===== config.mk =====
export PLATFORM = sky130hd
export DESIGN_NAME = viterbi_decoder_k3
export DESIGN_NICKNAME = d
export VERILOG_FILES = /design/src/rtl/viterbi_pkg.sv /design/src/rtl/viterbi_acs4.sv /design/src/rtl/viterbi_decoder_k3.sv
export SDC_FILE = /design/constraint.sdc
export NUM_CORES = 1
export LEC_CHECK = 0
export ABC_AREA = 1
export CORE_AREA = 2 2 172 174
export DETAILED_ROUTE_END_ITERATION = 8
export DIE_AREA = 0 0 174 176
export HOLD_SLACK_MARGIN = 0.08
export SYNTH_ARGS = -nofsm -noshare
export SYNTH_HDL_FRONTEND = slang
export SYNTH_SLANG_ARGS = --single-unit

===== constraint.sdc =====
create_clock -name clk -period 3.2 [get_ports clk]
set_input_delay 0.48 -clock clk [delete_from_list [all_inputs] [get_ports clk]]
set_output_delay 0.48 -clock clk [all_outputs]
set_load 0.02 [all_outputs]

===== src/rtl/viterbi_pkg.sv =====
// Shared constants, FSM encoding and trellis helpers for the K=3, rate-1/2
// (7,5) hard-decision Viterbi decoder.
package viterbi_pkg;

  localparam int K       = 3;
  localparam int STATE_W = K - 1;
  localparam logic [K-1:0] G0 = 3'o7;
  localparam logic [K-1:0] G1 = 3'o5;
  localparam int PM_INIT = 128;

  typedef enum logic [1:0] {
    ACS   = 2'd0,
    TRACE = 2'd1,
    OUT   = 2'd2
  } state_e;

  // Encoder output for input bit b leaving state s = {b[n-1], b[n-2]}.
  function automatic logic [1:0] expSym(input logic b, input logic [STATE_W-1:0] s);
    logic [K-1:0] r;
    r = {b, s};
    return {^(r & G0), ^(r & G1)};
  endfunction

  function automatic logic [1:0] branchMetric(input logic [1:0] a, input logic [1:0] b);
    logic [1:0] x;
    x = a ^ b;
    return {1'b0, x[1]} + {1'b0, x[0]};
  endfunction

endpackage


===== src/rtl/viterbi_acs4.sv =====
// Combinational branch metrics and add-compare-select for the four trellis
// states; a tie keeps the predecessor whose low state bit is 0.
module viterbi_acs4
  import viterbi_pkg::*;
#(
  parameter int PM_W = 8
) (
  input  logic [4*PM_W-1:0] pm_i,
  input  logic [1:0]        sym_i,
  output logic [4*PM_W-1:0] pm_o,
  output logic [3:0]        dec_o
);

  always_comb begin
    logic [1:0]      nsv;
    logic [1:0]      p0;
    logic [1:0]      p1;
    logic [PM_W-1:0] s0;
    logic [PM_W-1:0] s1;
    pm_o  = '0;
    dec_o = '0;
    nsv   = '0;
    p0    = '0;
    p1    = '0;
    s0    = '0;
    s1    = '0;
    for (int ns = 0; ns < 4; ns++) begin
      nsv = 2'(ns);
      p0  = {nsv[0], 1'b0};
      p1  = {nsv[0], 1'b1};
      s0  = pm_i[int'(p0)*PM_W +: PM_W] + PM_W'(branchMetric(sym_i, expSym(nsv[1], p0)));
      s1  = pm_i[int'(p1)*PM_W +: PM_W] + PM_W'(branchMetric(sym_i, expSym(nsv[1], p1)));
      if (s1 < s0) begin
        dec_o[ns]               = 1'b1;
        pm_o[ns*PM_W +: PM_W]   = s1;
      end else begin
        pm_o[ns*PM_W +: PM_W]   = s0;
      end
    end
  end

endmodule


===== src/rtl/viterbi_decoder_k3.sv =====
// Frame-based K=3 (7,5) hard-decision Viterbi decoder: ACS per symbol, full
// traceback from state 0 after the tail, then in-order bit streaming.
module viterbi_decoder_k3
  import viterbi_pkg::*;
#(
  parameter int MAX_LEN = 32,
  parameter int PM_W    = 8
) (
  input  logic            clk,
  input  logic            rst_n,
  input  logic            in_valid,
  input  logic [1:0]      in_sym,
  input  logic            in_last,
  output logic            in_ready,
  output logic            out_valid,
  output logic            out_bit,
  output logic            out_last,
  input  logic            out_ready,
  output logic [PM_W-1:0] err_count,
  output logic            frame_err
);

  localparam int IDX_W = $clog2(MAX_LEN);
  localparam logic [PM_W-1:0]   PM_INIT_W     = PM_W'(PM_INIT);
  localparam logic [4*PM_W-1:0] PM_FRAME_INIT = {{3{PM_INIT_W}}, {PM_W{1'b0}}};

  state_e            state_q;
  logic [IDX_W-1:0]  cnt_q;
  logic [IDX_W-1:0]  tIdx_q;
  logic [IDX_W-1:0]  oIdx_q;
  logic [IDX_W-1:0]  lastIdx_q;
  logic [1:0]        tState_q;
  logic [4*PM_W-1:0] pm_q;
  logic [4*PM_W-1:0] pm_d;
  logic [3:0]        dec_d;
  logic [3:0]        surv_q [MAX_LEN];
  logic [MAX_LEN-1:0] bitbuf_q;
  logic              in_ready_q;
  logic              out_valid_q;
  logic              out_bit_q;
  logic              out_last_q;
  logic              frame_err_q;
  logic [PM_W-1:0]   err_count_q;
  logic              accept;
  logic              lastSym;
  logic              survBit;
  logic [IDX_W-1:0]  nextOIdx;

  viterbi_acs4 #(.PM_W(PM_W)) u_acs (
    .pm_i  (pm_q),
    .sym_i (in_sym),
    .pm_o  (pm_d),
    .dec_o (dec_d)
  );

  assign accept   = in_valid && in_ready_q;
  assign lastSym  = in_last || (cnt_q == IDX_W'(MAX_LEN - 1));
  assign survBit  = surv_q[tIdx_q][tState_q];
  assign nextOIdx = oIdx_q + IDX_W'(1);

  always_ff @(posedge clk or negedge rst_n) begin
    if (!rst_n) begin
      state_q     <= ACS;
      cnt_q       <= '0;
      pm_q        <= PM_FRAME_INIT;
      tIdx_q      <= '0;
      tState_q    <= '0;
      oIdx_q      <= '0;
      lastIdx_q   <= '0;
      in_ready_q  <= 1'b1;
      out_valid_q <= 1'b0;
      out_bit_q   <= 1'b0;
      out_last_q  <= 1'b0;
      err_count_q <= '0;
      frame_err_q <= 1'b0;
    end else begin
      frame_err_q <= 1'b0;
      case (state_q)
        ACS: begin
          if (accept) begin
            if (lastSym && (cnt_q < IDX_W'(2))) begin
              frame_err_q <= 1'b1;
              pm_q        <= PM_FRAME_INIT;
              cnt_q       <= '0;
            end else if (lastSym) begin
              pm_q        <= pm_d;
              err_count_q <= pm_d[PM_W-1:0];
              state_q     <= TRACE;
              in_ready_q  <= 1'b0;
              tIdx_q      <= cnt_q;
              tState_q    <= '0;
              lastIdx_q   <= cnt_q - IDX_W'(2);
            end else begin
              pm_q  <= pm_d;
              cnt_q <= cnt_q + IDX_W'(1);
            end
          end
        end
        // Walk back one stage per cycle; bit 0 goes straight to the output register.
        TRACE: begin
          tState_q <= {tState_q[0], survBit};
          if (tIdx_q == '0) begin
            state_q     <= OUT;
            out_valid_q <= 1'b1;
            out_bit_q   <= tState_q[1];
            out_last_q  <= (lastIdx_q == '0);
            oIdx_q      <= '0;
          end else begin
            tIdx_q <= tIdx_q - IDX_W'(1);
          end
        end
        OUT: begin
          if (out_valid_q && out_ready) begin
            if (out_last_q) begin
              state_q     <= ACS;
              in_ready_q  <= 1'b1;
              out_valid_q <= 1'b0;
              out_bit_q   <= 1'b0;
              out_last_q  <= 1'b0;
              pm_q        <= PM_FRAME_INIT;
              cnt_q       <= '0;
            end else begin
              oIdx_q     <= nextOIdx;
              out_bit_q  <= bitbuf_q[nextOIdx];
              out_last_q <= (nextOIdx == lastIdx_q);
            end
          end
        end
        default: state_q <= ACS;
      endcase
    end
  end

  // Survivor and bit storage need no reset: every entry is written before use.
  always_ff @(posedge clk) begin
    if (accept) surv_q[cnt_q] <= dec_d;
    if (state_q == TRACE) bitbuf_q[tIdx_q] <= tState_q[1];
  end

  assign in_ready  = in_ready_q;
  assign out_valid = out_valid_q;
  assign out_bit   = out_bit_q;
  assign out_last  = out_last_q;
  assign err_count = err_count_q;
  assign frame_err = frame_err_q;

endmodule


# == Word-level counts from Yosys, hierarchy flattened ==
# Memory sizes are Yosys's and may differ from the RTL's.
# Cells that the tools add are included.
# totals
ff_bits,101
mem_bits_rw,128
in_bits,7
out_inout_bits,13
wordCells,147
n_memories,1
# op_classes
n_addsub,16
magnitude_cmp,9
eq_ne,13
mux,69
bitwise_logic,4
n_reduce_logical,21
# memory_table
memory,words,width,read_ports,rd_clocked_by_memory_dff,wr,line,source
surv_q,32,4,1,0,1,viterbi_decoder_k3.sv:36,logic [3:0] surv_q [MAX_LEN];
# op_table
cell,n
32-bit 2-to-1 mux,4
8-bit by 2-bit adder with 8-bit output,8
32-bit one-hot mux with 2 select lines,1
5-bit 2-to-1 mux,12
32-bit bitwise mux,1
8-bit less-than comparator,4
8-bit 2-to-1 mux,4
5-bit one-hot mux with 2 select lines,3
1-bit 2-to-1 mux,26
4-bit AND reduction,5
2-bit 2-to-1 mux,9
"2-bit inequality test, second input constant",8
"5-bit by 6-bit less-than comparator with 1-bit output, second input constant",2
6-bit AND reduction,2
"5-bit by 1-bit adder with 5-bit output, second input constant",2
5-bit zero test,2
5-bit AND reduction,2
1-bit by 1-bit adder with 2-bit output,4
1-bit one-hot mux with 2 select lines,4
2-bit one-hot mux with 3 select lines,1
2-bit nonzero test,3
1-bit binary-select mux with 5-bit select,1
1-bit demux with 5-bit select,1
5-bit == test,1
17 further kinds,22

# == Longest topological paths before layout ==
# Gate-level depths: netlist (run 1).
# logic_depth
word_depth,8
mapped_depth,20

# == Modules after synthesis ==
# From an unflattened synthesis (run 1), not the netlist that was laid out.
# unflattened
hier_cells,1620
area_unflattened_um2,13090.1
# modules_own_cells
module,n_inst,cells_per_inst,area_per_inst_um2
viterbi_decoder_k3,1,1065,10281.1
viterbi_acs4,1,555,2808.9

# == Worst setup path before layout (run 1) ==
# Ideal clock, no wire load.
# synth_path
path_type,input to register
from,in in_sym[0]
to,reg pm_q[6]
arrival_ns,3.315
required_ns,3.074
path_slack_ns,-0.241
cell_stages,19
path_cell_list,inv_1 > ha_1 > ha_1 > inv_1 > o21ai_0 > nand2_1 > nor2_1 > xor2_1 > inv_1 > ha_1 > a21oi_1 > nor2_1 > a211oi_1 > nand2_1 > buf_2 > inv_1 > nand2_1 > nand3_1 > o21ai_0
# synth_between
elab_chain_len,8
elab_cells_between_ends,10
cone_classes,add/sub: 4; order compare: 1; mux: 4; bitwise: 1
# synth_lines
item,line,source
"start, declared",viterbi_decoder_k3.sv:12,"input logic [1:0] in_sym,"
2-bit NOT (no line),--,
1-bit by 1-bit adder with 2-bit output,viterbi_pkg.sv:27,"return {1'b0, x[1]} + {1'b0, x[0]};"
8-bit by 2-bit adder with 8-bit output,viterbi_acs4.sv:32,"s1 = pm_i[int'(p1)*PM_W +: PM_W] + PM_W'(branchMetric(sym_i, expSym(nsv[1], p1)));"
8-bit less-than comparator,viterbi_acs4.sv:33,if (s1 < s0) begin
8-bit 2-to-1 mux *,viterbi_acs4.sv:33,
32-bit 2-to-1 mux *,viterbi_decoder_k3.sv:81,if (lastSym && (cnt_q < IDX_W'(2))) begin
32-bit 2-to-1 mux *,viterbi_decoder_k3.sv:80,if (accept) begin
32-bit one-hot mux with 2 select lines *,viterbi_decoder_k3.sv:78,case (state_q)
"end signal, assigned",viterbi_decoder_k3.sv:86,pm_q <= pm_d;
"end signal, assigned",viterbi_decoder_k3.sv:94,pm_q <= pm_d;
"end, declared",viterbi_decoder_k3.sv:33,logic [4*PM_W-1:0] pm_q;
# Mark *: on every way between the ends. The rest lies on a longest branch, timed or not. The select of a mux whose other input is x is not followed.
# A chain may end at the register's enable or synchronous reset.

# == Worst setup path after layout (run 1) ==
# layout_path
from,reg pm_q[12]
to,reg pm_q[6]
# layout_between
elab_chain_len,6
# layout_lines
item,line
8-bit by 2-bit adder with 8-bit output *,viterbi_acs4.sv:32
8-bit less-than comparator,viterbi_acs4.sv:33
8-bit 2-to-1 mux *,viterbi_acs4.sv:33
32-bit 2-to-1 mux *,viterbi_decoder_k3.sv:81
32-bit 2-to-1 mux *,viterbi_decoder_k3.sv:80
32-bit one-hot mux with 2 select lines *,viterbi_decoder_k3.sv:78
# Marked as above.

==> flow_summary.toml, run 1 <==
[clock_tree]
cts_tree = "done"
htreeDepth = 1
cts-root-buf = "clkbuf_16"
clkTransAtPathRegs_ns = 0.06
clk_path_buf_depth = 3
clk_latency_ns = 0.55
cts_buffers = 27
clock_sinks = 229
ctsHoldBuffers = 0

[global_routing]
met2_usage_pct = 33.62
antenna_found_initial = 0
met3_usage_pct = 2.153
busiest_layer = "met2"
grt_pass1_vias = 9563
grt_pass1_wl_um = 47240
gr-usage-met1_pct = 24.75
grt-ovfl-total = 0
grt_max_degree = 70
grt_usage_pct = 19.03

[power_and_ir_drop]
ir_worst_vdd_uv = 499.1
comb_power_share_pct = 46.2
p_per_area_mw_per_mm2 = 940.9
p_sw_mw = 5.564
pwr-share-clk_pct = 21.9
switching_share_pct = 39.71
leakagePower_nw = 6.661
seqPwrFrac_pct = 31.9
p_int_mw = 8.449

[floorplanning]
dieHeight_um = 176
dieArea_sq_mm = 0.03062
core_sq_mm = 0.02855
fp-row-count = 62
die_x_um = 174
start_util_pct = 43.96
pin_count = 20

[timing]
fmax_ghz = 0.3524
whs_ns = 0.07486
setup_viol = 0
grt_setup_unrepaired = "false"
setup-tns-final_ns = 0
fin_crit_ns = 2.838
hold_viol = 0
slew_viol_final = 0
tightestPinTransition_ns = 0.9150
finalCritPeriodShare_pct = 88.69
fin_skew_ns = 0.01773
slew_headroom_pct = 39.00
setup_ws_ns = 0.3621

[drt]
drt_iter0_drc = 620
drcViolationCount = 0
ant_nets = 0
num_vias = 9492
wl_per_cell_um = 14.67
drt-pass1-iter-count = 5
wirelength_um = 28630
routed_via_density = 4.865

[yosys]
synth.largest_area_cell = "edfxtp_1"
ys_types = 39
syn_inst = 1454
avgSynthCellArea_sq_um = 8.631
synth_warnings = 0
synth_top_area_share_pct = 38.29
synth_ff_type = "edfxtp_1"
synth_edf_count = 160
yosys-top-cells-area = "edfxtp_1 (38%), nand2_1 (13%), dfrtp_1 (13%), ha_1 (6.1%), inv_1 (5.5%)"
synth_fa_ha_area_share_pct = 6.082
synth_compound_area_share_pct = 6.610
synthSimpleGateAreaFrac_pct = 23.48
syn-num-nets = 1522
ys_ff_latch = 229
synthXorXnorAreaFrac_pct = 4.048
async_reset_ff_share_pct = 30.13
syn-cell-area_sq_mm = 0.01255
synth.area.mux_share_pct = 0
yosysSeqAreaShare_pct = 52.08
synth_top_family_by_area = "simple AND/OR/NAND/NOR gates"

[setup_path]
start_kind = "register"
cp.arrival_ns = 3.26
critical_path.max_fanout = 6
cp-end-kind = "register"
required_ns = 3.62
crit_type = "reg -> reg"

[cells_and_area]
diodes = 0
drive_gt1_share_pct = 14.17
fillers = 2697
nets = 1614
area_growth_pct = 18.67

[job]
drv_cap = 0

[status]
status = "complete, no violations"

[place]
place_ws_ns = -0.6299
post-dp-hpwl_um = 19060
portBuffers = 19
gp_congestion = 0.8732

[min_path]
holdCritPathClass = "in -> async"
[state kept, by name, indices dropped and copies added (netlist names), 2 cells and up]
register / flops
bitbuf_q: 32
cnt_q: 5
err_count: 8
lastIdx_q: 5
oIdx_q: 5
pm_q: 32
state_q: 2
surv_q: 128
tIdx_q: 5
tState_q: 2
[synth_stat cells (all sizes together) (9+ instances only)]
cell / count
a21oi: 25
xnor2: 11
o211ai: 11
ha: 61
edfxtp: 160
buf: 34
nand2: 443
dfrtp: 65
nor3: 12
xor2: 47
clkbuf: 9
inv: 196
nand3: 96
nor2: 158
o21ai: 102
[power by group through the flow]
stage	combinational (mW)	sequential [mW]	clock [mW]
after floorplan	3.73	4.56	0
after global placement	6.05	4.50	0
after detailed placement	6.12	4.50	0
after CTS	6.16	4.45	3.13
after global routing	7.33	4.52	3.23
final	6.47	4.47	3.07
[path summary, 6_finish.rpt]
path	start	end	slack, ns	cells past startpoint
max in group asynchronous	rst_n	tIdx_q[0]$_DFFE_PN0P_	2.47	1
min in group clk	err_count[6]$_DFFE_PN0P_	err_count[6]$_DFFE_PN0P_	0.48	2
worst min register to register	err_count[6]$_DFFE_PN0P_	err_count[6]$_DFFE_PN0P_	0.48	2
worst max register to register	pm_q[12]$_DFFE_PN0P_	pm_q[6]$_DFFE_PN0P_	0.36	16
worst min-delay path	rst_n	pm_q[1]$_DFFE_PN0P_	0.07	1
worst max-delay path	pm_q[12]$_DFFE_PN0P_	pm_q[6]$_DFFE_PN0P_	0.36	16
[metal layers]
layer | up-vias | routed length, um
met5 | - | 0
met1 | 4433 | 13170
met2 | 136 | 13810
met4 | 0 | 869
met3 | 60 | 777
li1 | 4863 | -
[kinds of logic (layout without fill, tap and decap cells)]
family / count (synthesis) / after routing
adders and majority gates: 61 / 61
DFF: 229 / 229
xor gates and xnor gates: 58 / 58
and+or+nand+nor: 717 / 717
AOI/OAI and AO/OA: 150 / 150
buffers and inverters: 239 / 352
[cell usage in the layout, fill, tap and decap left out, types with 19 or more instances in the layout]
| cell type | instances |
|---|---|
| nor2_1 | 150 |
| clkbuf_16 | 29 |
| o21ai_1 | 31 |
| o21ai_0 | 68 |
| a21oi_1 | 19 |
| edfxtp_1 | 160 |
| dfrtp_1 | 64 |
| xor2_1 | 34 |
| nand3_1 | 95 |
| ha_1 | 54 |
| nand2_1 | 429 |
| buf_4 | 77 |
| inv_1 | 176 |
[what timing repair did]
| action | CTS | global route |
|---|---|---|
| endpoints found under the setup margin | 21 | 168 |
| setup buffers | 0 | 5 |
| pin swaps | 0 | 9 |
| gates cloned | 0 | 2 |
| resized for setup | 3 | 56 |
[worst max-delay path, stage by stage (launching register included)]
cell and delay, ns:
dfrtp_1 0.46, nand2_1 0.17, nor3_1 0.32, nand3_1 0.15
xor2_1 0.22, inv_1 0.07, ha_1 0.33, nand2_1 0.09
nor2_1 0.06, a211oi_2 0.15, nand2_1 0.12, buf_4 0.16
clkinvlp_4 0.09, buf_6 0.13, nand2_1 0.06, nand3_1 0.06
o21ai_0 0.08
[cell type report]
cell class	count	area (sq um)	share of cell area (%)
Sequential cell	229	6538	43.90
Clock buffer	38	808.3	5.427
Inverter	196	749.5	5.032
Clock inverter	12	106.4	0.7141
Tap cell	384	480.5	3.226
Timing Repair Buffer	106	953.4	6.402
Multi-Input combinational cell	986	5258	35.30
[per-stage QoR]
step / util [%] / cell area, sq um / power (mW) / std cells
finish: 52.17 / 14890 / 14.01 / 1951
global route: 52.17 / 14890 / 15.08 / 1951
global placement: 47.91 / 13680 / 10.55 / 1894
CTS: 51.17 / 14610 / 13.75 / 1944
floorplan: - / 12560 / 8.289 / 1454
detailed placement: 47.91 / 13680 / 10.62 / 1894
Power figures use the tool's default switching activity.
==> run 2, diff against run 1 <==
--- a/config.mk
+++ b/config.mk
@@ -10,6 +10,7 @@
 export DETAILED_ROUTE_END_ITERATION = 8
 export DIE_AREA = 0 0 174 176
 export HOLD_SLACK_MARGIN = 0.08
+export PLACE_DENSITY = 0.55
 export SYNTH_ARGS = -nofsm -noshare
 export SYNTH_HDL_FRONTEND = slang
 export SYNTH_SLANG_ARGS = --single-unit
==> run 2 against run 1 <==
  * Clock-buffer cell count is 8 lower
  * Power is 0.69% higher
  * Sequential share of layout area is 0.44 points lower
  * First-iteration DRC count is 0.81% higher
  * Wire length is 5.2% higher
  * Core utilization is 0.53 points higher
  * Critical path depth is 4 lower
  * Sequential power is 0.9% higher
  * Worst hold slack better by 0.012 ns
  * Design area is 1.0% higher
  * Largest cell class unchanged
  * Largest power group unchanged
==> flow_summary.toml, run 2 (synthesis results as in run 1) <==
[power_and_ir_drop]
switching_share_pct = 40.28
seqPwrFrac_pct = 32.0
p_total_mw = 14.11
pwr-share-clk_pct = 20.6
p_int_mw = 8.426
p_sw_mw = 5.683
ir_worst_vdd_uv = 479.8
comb_power_share_pct = 47.5
leakagePower_nw = 6.682
p_per_area_mw_per_mm2 = 937.8

[drt]
routed_via_density = 4.936
drcViolationCount = 0
wirelength_um = 30130
wl_per_cell_um = 15.37
ant_nets = 0
drt_iter0_drc = 625
num_vias = 9679
drt-pass1-iter-count = 5

[setup_path]
start_kind = "register"
path_cells = "nand2_1, nor3_1, nand3_2, xor2_2, inv_1, ha_1, nand2_1, inv_1, nand4_1, nand2_2, clkinvlp_4, buf_12"
required_ns = 3.47
cpPeakStageDelay_ns = 0.46
crit_slowest_cell = "dfrtp_1"
crit_type = "reg -> reg"
crit_family = "simple AND/OR/NAND/NOR gates"
cp.arrival_ns = 3.15
cp-end-kind = "register"
critical_path.max_fanout = 32
cp_num_buf_inv = 4

[timing]
tightestPinTransition_ns = 0.9296
setup_viol = 0
fmax_ghz = 0.3463
hold_viol = 0
grt_setup_unrepaired = "false"
fin_crit_ns = 2.887
slew_headroom_pct = 38.02
slew_viol_final = 0
fin_skew_ns = 0.02517
finalCritPeriodShare_pct = 90.23
setup-tns-final_ns = 0

[clock_tree]
cts-root-buf = "clkbuf_16"
cts_buffers = 26
clk_latency_ns = 0.55
htreeDepth = 1
cts_tree = "done"
clkTransAtPathRegs_ns = 0.06
clock_sinks = 229
clk_path_buf_depth = 3

[global_routing]
gr-usage-met1_pct = 25.48
grt_pass1_vias = 9564
grt_max_degree = 70
met2_usage_pct = 35.34
met3_usage_pct = 2.390
grt_usage_pct = 19.79
grt_pass1_wl_um = 48820
busiest_layer = "met2"
antenna_found_initial = 0
grt-ovfl-total = 0

[cells_and_area]
drive_gt1_share_pct = 15.66
regMostFlops = "surv_q"
diodes = 0
register_area_sq_mm = 0.006538
area_growth_pct = 19.88
final_cell_mix = "nand2_1 (422), inv_1 (176), edfxtp_1 (160)"
final_util_pct = 52.70
final_common_cell = "nand2_1"
fillers = 2742
largest_reg_flops = 128
multi_input_area_sq_mm = 0.005395
nets = 1625
reg_top3 = "surv_q: 128 flops, bitbuf_q: 32 flops, pm_q: 32 flops"
final_cells = 1961

[floorplanning]
core_sq_mm = 0.02855
dieHeight_um = 176
die_x_um = 174
start_util_pct = 43.96
fp-row-count = 62
dieArea_sq_mm = 0.03062
pin_count = 20

[status]
status = "complete, no violations"

[place]
post-dp-hpwl_um = 20070
portBuffers = 19
gp_congestion = 0.8496
dpl.cell_count = 1902

[min_path]
holdCritPathClass = "in -> async"

[job]
drv_cap = 0
-- run 2: cell types whose count changed in the layout (fill, tap and decap cells not counted), sizes merged --
cell / change
buf: +12
bufinv: +1
clkinv: +6
clkinvlp: +1
clkbuf: -8
inv: -2
-- run 2: final timing paths --
path,startpoint,end,slack (ns),cells after the start
min in group clk,err_count[5]$_DFFE_PN0P_,err_count[5]$_DFFE_PN0P_,0.48,2
max in group asynchronous,rst_n,tIdx_q[0]$_DFFE_PN0P_,2.45,1
max,pm_q[12]$_DFFE_PN0P_,surv_q[11][0]$_DFFE_PP_,0.31,12
min,rst_n,pm_q[0]$_DFFE_PN0P_,0.09,1
min reg2reg,err_count[5]$_DFFE_PN0P_,err_count[5]$_DFFE_PN0P_,0.48,2
max reg2reg,pm_q[12]$_DFFE_PN0P_,surv_q[11][0]$_DFFE_PP_,0.31,12
-- run 2: per-layer routing --
metal,wire [um],vias up
li1,-,4875
met1,13580,4616
met2,14840,138
met3,875,50
met4,834,0
met5,0,-
-- run 2: worst register-to-register path: stages, from the launching register on --
cell and delay [ns]:
dfrtp_1 0.46, nand2_1 0.16, nor3_1 0.40, nand3_2 0.17
xor2_2 0.20, inv_1 0.06, ha_1 0.31, nand2_1 0.10
inv_1 0.06, nand4_1 0.12, nand2_2 0.16, clkinvlp_4 0.20
buf_12 0.21
-- run 2: area by class of cell --
class / count / share of cell area [%]
clock inverters: 18 / 1.023
clock buffers: 30 / 4.491
inverters: 196 / 4.982
multi-input cells: 986 / 35.86
well taps: 384 / 3.194
repair buffers: 118 / 6.994
flip-flops and latches: 229 / 43.45
-- run 2: power groups by stage --
stage | Clock (mW) | Sequential, mW | Combinational (mW)
after floorplan | 0 | 4.56 | 3.73
after detailed placement | 0 | 4.53 | 6.22
after CTS | 2.95 | 4.48 | 6.26
after global routing | 3.07 | 4.56 | 7.54
final | 2.90 | 4.51 | 6.69
after global placement | 0 | 4.53 | 6.13
-- run 2: what timing repair did --
item,CTS,global route
hold buffers,0,0
endpoints found under the setup margin,86,168
endpoints found under the hold margin,0,0
pin swaps,4,17
gates cloned,0,2
gates resized for setup,10,70
setup buffers,1,8
-- run 2: per-stage QoR --
stage               setup WS (ns)  area [sq um]  hold slack, ns
floorplan                -0.01870         12560          0.1844
global placement          -0.6806         13740          0.4688
detailed placement        -0.6719         13740          0.4680
CTS                      0.004144         14620          0.1213
global route               0.1124         15040          0.1666
finish                     0.3127         15040         0.08659
